### src/rtl/config_register_bank.sv
// Configuration/status register bank: bus read/write port with access checking,
// hardware status write port, exported register view and per-register update strobes.
module config_register_bank #(
  parameter int                            DATA_WIDTH     = 8,
  parameter int                            DEPTH          = 16,
  parameter int                            ADDR_WIDTH     = $clog2(DEPTH),
  parameter int                            EXPORT_COUNT   = 4,
  parameter logic [DEPTH*DATA_WIDTH-1:0]   RESET_VALUES   = 128'h0000_0000_0000_0000_0000_0000_2001_0000,
  parameter logic [DEPTH-1:0]              READ_ONLY_MASK = '0,
  parameter int                            READ_LATENCY   = 1
) (
  input  logic                               clk,
  input  logic                               reset,
  input  logic [ADDR_WIDTH-1:0]              address,
  input  logic                               write_enable,
  input  logic [DATA_WIDTH-1:0]              write_data,
  input  logic                               read_enable,
  output logic [DATA_WIDTH-1:0]              read_data,
  output logic                               read_data_valid,
  output logic                               access_error,
  input  logic                               hw_write_enable,
  input  logic [ADDR_WIDTH-1:0]              hw_write_address,
  input  logic [DATA_WIDTH-1:0]              hw_write_data,
  output logic [EXPORT_COUNT*DATA_WIDTH-1:0] export_bus,
  output logic [EXPORT_COUNT-1:0]            register_updated
);

  localparam logic [ADDR_WIDTH:0] DEPTH_W = (ADDR_WIDTH+1)'(DEPTH);

  logic [DATA_WIDTH-1:0]   regs_q [DEPTH];
  logic [DATA_WIDTH-1:0]   regs_d [DEPTH];
  logic [EXPORT_COUNT-1:0] upd_q, upd_d;
  logic                    err_q;
  logic                    rd_vld_p1_q;
  logic [DATA_WIDTH-1:0]   rd_data_p1_q;

  logic bus_in_range, hw_in_range, bus_wr_ok, bus_rd_ok, req_err, hw_wr_ok;

  assign bus_in_range = {1'b0, address} < DEPTH_W;
  assign hw_in_range  = {1'b0, hw_write_address} < DEPTH_W;
  assign bus_wr_ok    = write_enable && !read_enable && bus_in_range && !READ_ONLY_MASK[address];
  assign bus_rd_ok    = read_enable && !write_enable && bus_in_range;
  assign req_err      = (write_enable || read_enable) && !bus_wr_ok && !bus_rd_ok;
  assign hw_wr_ok     = hw_write_enable && hw_in_range;

  // Bus write takes priority over a hardware write to the same register.
  always_comb begin
    regs_d = regs_q;
    upd_d  = '0;
    for (int i = 0; i < DEPTH; i++) begin
      if (bus_wr_ok && address == ADDR_WIDTH'(i))
        regs_d[i] = write_data;
      else if (hw_wr_ok && hw_write_address == ADDR_WIDTH'(i))
        regs_d[i] = hw_write_data;
    end
    for (int i = 0; i < EXPORT_COUNT; i++) begin
      upd_d[i] = (bus_wr_ok && address == ADDR_WIDTH'(i)) ||
                 (hw_wr_ok && hw_write_address == ADDR_WIDTH'(i));
    end
  end

  // Stage p1: storage update and read sample of the pre-write contents
  always_ff @(posedge clk or negedge reset) begin
    if (!reset) begin
      for (int i = 0; i < DEPTH; i++)
        regs_q[i] <= RESET_VALUES[i*DATA_WIDTH +: DATA_WIDTH];
      upd_q        <= '0;
      err_q        <= 1'b0;
      rd_vld_p1_q  <= 1'b0;
      rd_data_p1_q <= '0;
    end else begin
      regs_q      <= regs_d;
      upd_q       <= upd_d;
      err_q       <= req_err;
      rd_vld_p1_q <= bus_rd_ok;
      if (bus_rd_ok)
        rd_data_p1_q <= regs_q[address];
    end
  end

  generate
    if (READ_LATENCY == 2) begin : g_lat2
      logic                  rd_vld_p2_q;
      logic [DATA_WIDTH-1:0] rd_data_p2_q;

      // Stage p2: extra output register, data held between valid reads
      always_ff @(posedge clk or negedge reset) begin
        if (!reset) begin
          rd_vld_p2_q  <= 1'b0;
          rd_data_p2_q <= '0;
        end else begin
          rd_vld_p2_q <= rd_vld_p1_q;
          if (rd_vld_p1_q)
            rd_data_p2_q <= rd_data_p1_q;
        end
      end

      assign read_data       = rd_data_p2_q;
      assign read_data_valid = rd_vld_p2_q;
    end else begin : g_lat1
      assign read_data       = rd_data_p1_q;
      assign read_data_valid = rd_vld_p1_q;
    end
  endgenerate

  for (genvar g = 0; g < EXPORT_COUNT; g++) begin : g_export
    assign export_bus[g*DATA_WIDTH +: DATA_WIDTH] = regs_q[g];
  end

  assign access_error     = err_q;
  assign register_updated = upd_q;

endmodule

### config.mk
export PLATFORM = sky130hd
export DESIGN_NAME = config_register_bank
export DESIGN_NICKNAME = d
export VERILOG_FILES = /design/src/rtl/config_register_bank.sv
export SDC_FILE = /design/constraint.sdc
export NUM_CORES = 1
export LEC_CHECK = 0
export BUFFER_PORTS_ARGS = -buffer_cell sky130_fd_sc_hd__buf_2
export CAP_MARGIN = 0
export CORE_MARGIN = 4
export CORE_UTILIZATION = 50
export CTS_CLUSTER_DIAMETER = 200
export DETAILED_ROUTE_END_ITERATION = 6
export PLACE_DENSITY_LB_ADDON = 0.15
export SETUP_SLACK_MARGIN = 0.02
export SYNTH_ARGS = -nofsm -noshare
export SYNTH_HDL_FRONTEND = slang
export SYNTH_SLANG_ARGS = --single-unit
export TNS_END_PERCENT = 5
### constraint.sdc
create_clock -name clk -period 1.9 [get_ports clk]
set_input_delay 0.57 -clock clk [delete_from_list [all_inputs] [get_ports clk]]
set_output_delay 0.57 -clock clk [all_outputs]
set_load 0.05 [all_outputs]
**Yosys cells after proc, flatten, opt, wreduce, memory -nomap -nowiden**

Memories as Yosys holds them, arrays and structs flattened.
Index checks and enable logic that the tools add are counted.

- Register bits after elaboration: 142
- Memories kept: 1
- Input port bits: 29
- Memory bits (read-only): 16
- Latch bits: 0
- Word-level logic and storage cells: 155
- Bits in writable memories: 0

- Div/mod/pow operators: 0
- Add/subtract/negate cells: 0
- Muxes and demuxes: 36
- Equal/unequal tests: 30
- Reduce and logical (&&, ||, !) cells: 65
- Shifts and indexed selects: 0
- Bitwise gates (word level): 1
- $lt $le $gt $ge: 2
- Multipliers: 0

Memory list:

| memory | words | bits a word | read ports | clocked after memory_dff | wr ports | RTL line | source |
|---|---|---|---|---|---|---|---|
| (no name shown) | 16 | 1 | 1 | 0 | 0 | 41 | `assign bus_wr_ok = write_enable && !read_enable && bus_in_range && !READ_ONLY_MASK[address];` |

Operators by type and width:

| operator | number |
|---|---|
| 8-bit two-way mux | 34 |
| 4-bit == test, second input constant | 16 |
| 1-bit logical AND | 37 |
| 8-bit binary-select mux with 4-bit select | 1 |
| 4-bit by 3-bit == test with 1-bit output, second input constant | 8 |
| 2-bit nonzero test | 16 |
| 4-bit by 2-bit == test with 1-bit output, second input constant | 4 |
| 4-bit by 1-bit == test with 1-bit output, second input constant | 2 |
| 4-bit logical NOT | 2 |
| 5-bit greater-or-equal comparator, second input constant | 1 |
| 1-bit logical NOT | 5 |
| 1-bit logical OR | 5 |
| 4-bit by 5-bit less-than comparator with 1-bit output, second input constant | 1 |
| 4-bit inverter with 5-bit output | 1 |
| 1-bit two-way mux | 1 |

**Logic depth before layout (Yosys ltp)**

- Word-level depth: 7
- Gate-level depth with buffers: 7
- Mapped depth without buffers: 4

**Worst setup path after synthesis**

No wires, ideal clock.

- Path kind: input -> register
- Start: input address[3]
- End: register regs_q, in the netlist export_bus[0]
- Stages on the path: 6
- Arrival time: 1,754 ps
- Required time: 1,817 ps
- Setup time: 83 ps
- Setup slack: 63 ps
- Cell sequence: or4b_1 buf_2 nor3_4 buf_4 nand2_1 o21ai_0

- Cells in the longest elaborated chain, start to end: 6
- Elaborated cells on any way between the ends: 8
- Classes of those cells: 2 x mux; 5 x reduce/logical; 1 x memory

RTL lines:

| what | RTL line | source |
|---|---|---|
| start, declared | 14 | `input logic [ADDR_WIDTH-1:0] address,` |
| memory 16 x 1 bit | - |  |
| 1-bit two-way mux (not written as such) | 41 |  |
| 1-bit logical NOT | 41 |  |
| 1-bit logical AND | 41 |  |
| 1-bit logical AND (*) | 51 | `if (bus_wr_ok && address == ADDR_WIDTH'(i))` |
| 8-bit two-way mux or 2-bit nonzero test (tied branches) | - |  |
| end signal, assigned by index | 66 | `regs_q[i] <= RESET_VALUES[i*DATA_WIDTH +: DATA_WIDTH];` |
| end signal, assigned | 72 | `regs_q <= regs_d;` |
| end, declared | 30 | `logic [DATA_WIDTH-1:0] regs_q [DEPTH];` |

Mark *: on every way between the ends. The rest lies on a longest branch, timed or not. The select of a mux whose other input is x is not followed.
A chain may end at the register's enable or synchronous reset.

**Final worst setup path**

- Start: register regs_q, in the netlist export_bus[16]
- End: output export_bus[16]

RTL lines:

| what | RTL line | source |
|---|---|---|
| end, declared | 24 | `output logic [EXPORT_COUNT*DATA_WIDTH-1:0] export_bus,` |

No word-level cell between the ends.

==> summary by stage <==
Run status
The run finished with clean final reports.

Setup path
The logic depth of the worst register-to-register path is 3. The number of stages on the worst setup path is 1. In this run the critical register-to-register path is launched from export_bus[2]. The end of the critical path is export_bus[16]. On the worst path, the slowest cell contributes a delay of 560 ps. The kind of start point of the critical path is a register. The data required time at the worst endpoint is 1330 ps. The worst-case register-to-register setup slack is 350 ps. The endpoint of the most critical register-to-register path is read_data[2]. Walking the worst path, the cells encountered are buf_2. The largest driver fanout on the critical path is 3. The cell class contributing the biggest share of worst-path delay is flip-flops. At the worst endpoint, the arrival time is 1240 ps. The critical path is of the reg2out type. The kind of end point of the critical path is an output port. The start point of the critical path is export_bus[16]. The standard cell with the maximum stage delay on the critical path is dfstp_2.

The number of buffer and inverter stages on the critical path is 1.

STA
Counting I/O delays and the setup requirement, the final critical path takes 1810 ps. For the pin with the worst max-slew slack, the measured transition is 559 ps. The max-slew violation total from the final report is 0. The final worst setup slack is 85.9 ps. Setup violations remaining at the end of the flow were counted as 0. On the final layout, the worst hold slack is 70.2 ps. The highest achievable clock rate is 0.551 GHz. The worst pin sits at a relative slew slack of 62.6%.

The number of hold-slack violations in the final timing report is 0. After routing, the total negative slack on setup checks comes to 0 ps. The worst path uses 95.5% of the clock period.

Setup repair after global routing left no endpoint under its margin. The clock arrives with 7.08 ps of skew.

Clock network
The H-tree depth reported by CTS is 4. After clock tree synthesis, the clock-pin slew on the worst setup and hold paths is 60 ps. The buffers inserted during post-CTS setup optimization is 0. The number of gates resized after CTS was 0. The clock sink total is 142. The number of clock buffers added by TritonCTS is 17.

The longest clock path from root to sink contains 2 buffers. The clock latency on the worst-skew pair is 420 ps. The clock root buffer is clkbuf_16. For this design, the CTS-stage hold fixing added 0 buffers. The TritonCTS clock tree is done.

Layout
The final antenna diode count is 0. The count of filler cells inserted in the layout is 1284. The post-layout utilization of the core is 61.3%. The area of all placed cells without fillers is 9390 sq um. Compared with the post-synthesis result, the final layout area differs by 19.7%. The fraction of layout cells with a size suffix above 1 is 22.9%.

The number of nets in the final layout is 890.

Pwr
The analysis attributes to cell leakage a power of 4.21 nW. In this run the power density over the cells is 1140 nW/um^2. The peak ir drop on the vdd network is 0.786 mV.

Yosys
The dominant cell type by area after synthesis is dfrtp_1. The sequential element share of the synthesized area is 45.3%. In this run, synthesis inferred 0 flip-flops with an integrated enable. The synthesized area is 7850 sq um. Synthesis handed over a netlist of 795 instances. The synthesized design devotes to its leading area cell type 44.6% of total area. For this run, asynchronously set or reset flops after synthesis account for 100%.

The count of distinct cell types in the synthesized netlist is 31. The post-synthesis area per instance is 9.87 sq um. For this run, the leading register cell type out of synthesis is dfrtp_1. The net count of the mapped netlist is 824. After synthesis, the cell types taking the most area are dfrtp_1, mux2i_1, o21ai_0. The synthesis-stage register bit count is 142.

The Yosys warning count is 0.

Global routing
The initial antenna violation count is 0. The sum of overflow across all layers after global routing is 0. The via count of the first global-routing pass came to 6308. The global-route total usage across every layer is 26.9%. The pin count of the biggest net entering global routing is 41. The first global-routing pass estimated 36.6 mm of wire.

Detailed routing
The routed design has 23.3 mm of wire. The final routed wire length divided by cell count is 21.5 um. After detailed routing, the number of vias per cell comes to 5.69. After the first detailed-routing iteration, the DRC count stood at 573.

The number of routed nets with antenna violations is 0. After detailed routing, the number of remaining DRC violations is 0. The number of optimization iterations in the first detailed-route pass is 5. Detailed routing inserted a total of 6177 vias.

Placed design
The post-placement worst setup slack is -246 ps. The number of buffers added on ports is 74. The post-DP HPWL is 16.2 mm. Routability-driven placement finished with a final weighted congestion of 0.904. The placed instances occupy a cell area of 8760 sq um.

Die
In this run the count of I/O pins placed on the die edge is 75. The area inside the core boundary is 15300 sq um. Measured along the y axis, the die boundary spans 133 um. The area of the die is 17800 sq um.

The die span in x is 133 um. The floorplan has 45 rows. The initial utilization of the core area, before any placement, comes to 51.2%.

Min path
The worst hold path belongs to the class in2async.

Run
Max-cap violations in this run came to 0.
-- cells by family after synthesis --
family	synth area share [%]
flops	45.3
mux	24.7
simple gates	11.6
buf+inv	6.73
compound gates	11.6
-- stage by stage --
stage	power, W	instances
6_report	0.0107	1085
5_1_grt	0.0112	1085
4_1_cts	0.0107	1085
3_5_place_dp	0.00711	1053
3_3_place_gp	0.00702	1053
2_1_floorplan	0.00639	795
-- metal layers --
layer | GRT usage, % | vias to the layer above | wire, um | part of all wire, %
met1 | 34.8 | 3042 | 9870 | 42
met2 | 45.9 | 209 | 11800 | 50
li1 | - | 2895 | - | -
met3 | 5.93 | 31 | 1310 | 5.6
met5 | 0 | - | 0 | 0
met4 | 7.09 | 0 | 357 | 1.5
-- sequential cells by signal, summed over array words and instances (netlist names) --
name and count:
regs_q 96, export_bus 32, read_data 8, register_updated 4
access_error 1, read_data_valid 1
-- where the power goes --
| part | internal, W | switching, W | total [W] |
|---|---|---|---|
| registers | 0.00379 | 0.000559 | 0.00435 |
| logic | 0.000956 | 0.00179 | 0.00274 |
| clock network | 0.00230 | 0.00127 | 0.00357 |
-- cells in the mapped netlist, types with 8 or more instances --
master    number
a21oi_1       32
a31oi_1        8
mux2i_1      176
clkbuf_1      45
dfrtp_1      140
nor2_1        56
buf_4         40
o21ai_0       95
a221oi_1       8
o21ai_1       11
buf_2         11
mux4_2         8
o22ai_1       16
nor2_2        12
nand2_1      103
-- layout make-up --
type | count | area [sq um] | share of cell area, %
Multi-Input combinational cell | 556 | 3760 | 40.1
Sequential cell | 142 | 3560 | 37.9
Timing Repair Buffer | 143 | 1170 | 12.5
Clock buffer | 22 | 474 | 5.05
Tap cell | 211 | 264 | 2.81
Clock inverter | 10 | 160 | 1.71
Inverter | 1 | 3.75 | 0.0400
-- cell usage in the layout, fill, tap and decap left out, types with 5 or more instances in the layout --
master,count
buf_2,73
o22ai_1,16
a221oi_1,8
buf_12,22
nand2_1,103
clkbuf_16,17
mux2i_1,176
o21ai_1,11
nor2_1,56
nor2_2,12
mux4_2,8
o21ai_0,95
a31oi_1,8
buf_4,47
a21oi_1,32
nand3b_1,6
nand2b_1,5
dfrtp_1,140
-- worst reg2reg max path, cell delays in order (launching register included) --
cell,delay [ps]
dfrtp_1,410
mux4_2,530
o21ai_0,350
a31oi_1,140
-- worst min path at each step --
stage                from             endpoint  slack (ps)
floorplan           reset         access_error         270
finish              reset       export_bus[11]          70
detailed placement  reset       export_bus[12]         520
global placement    reset  register_updated[3]         510
global route        reset       export_bus[11]          70
CTS                 reset        export_bus[9]          70
Power figures use the tool's default switching activity.
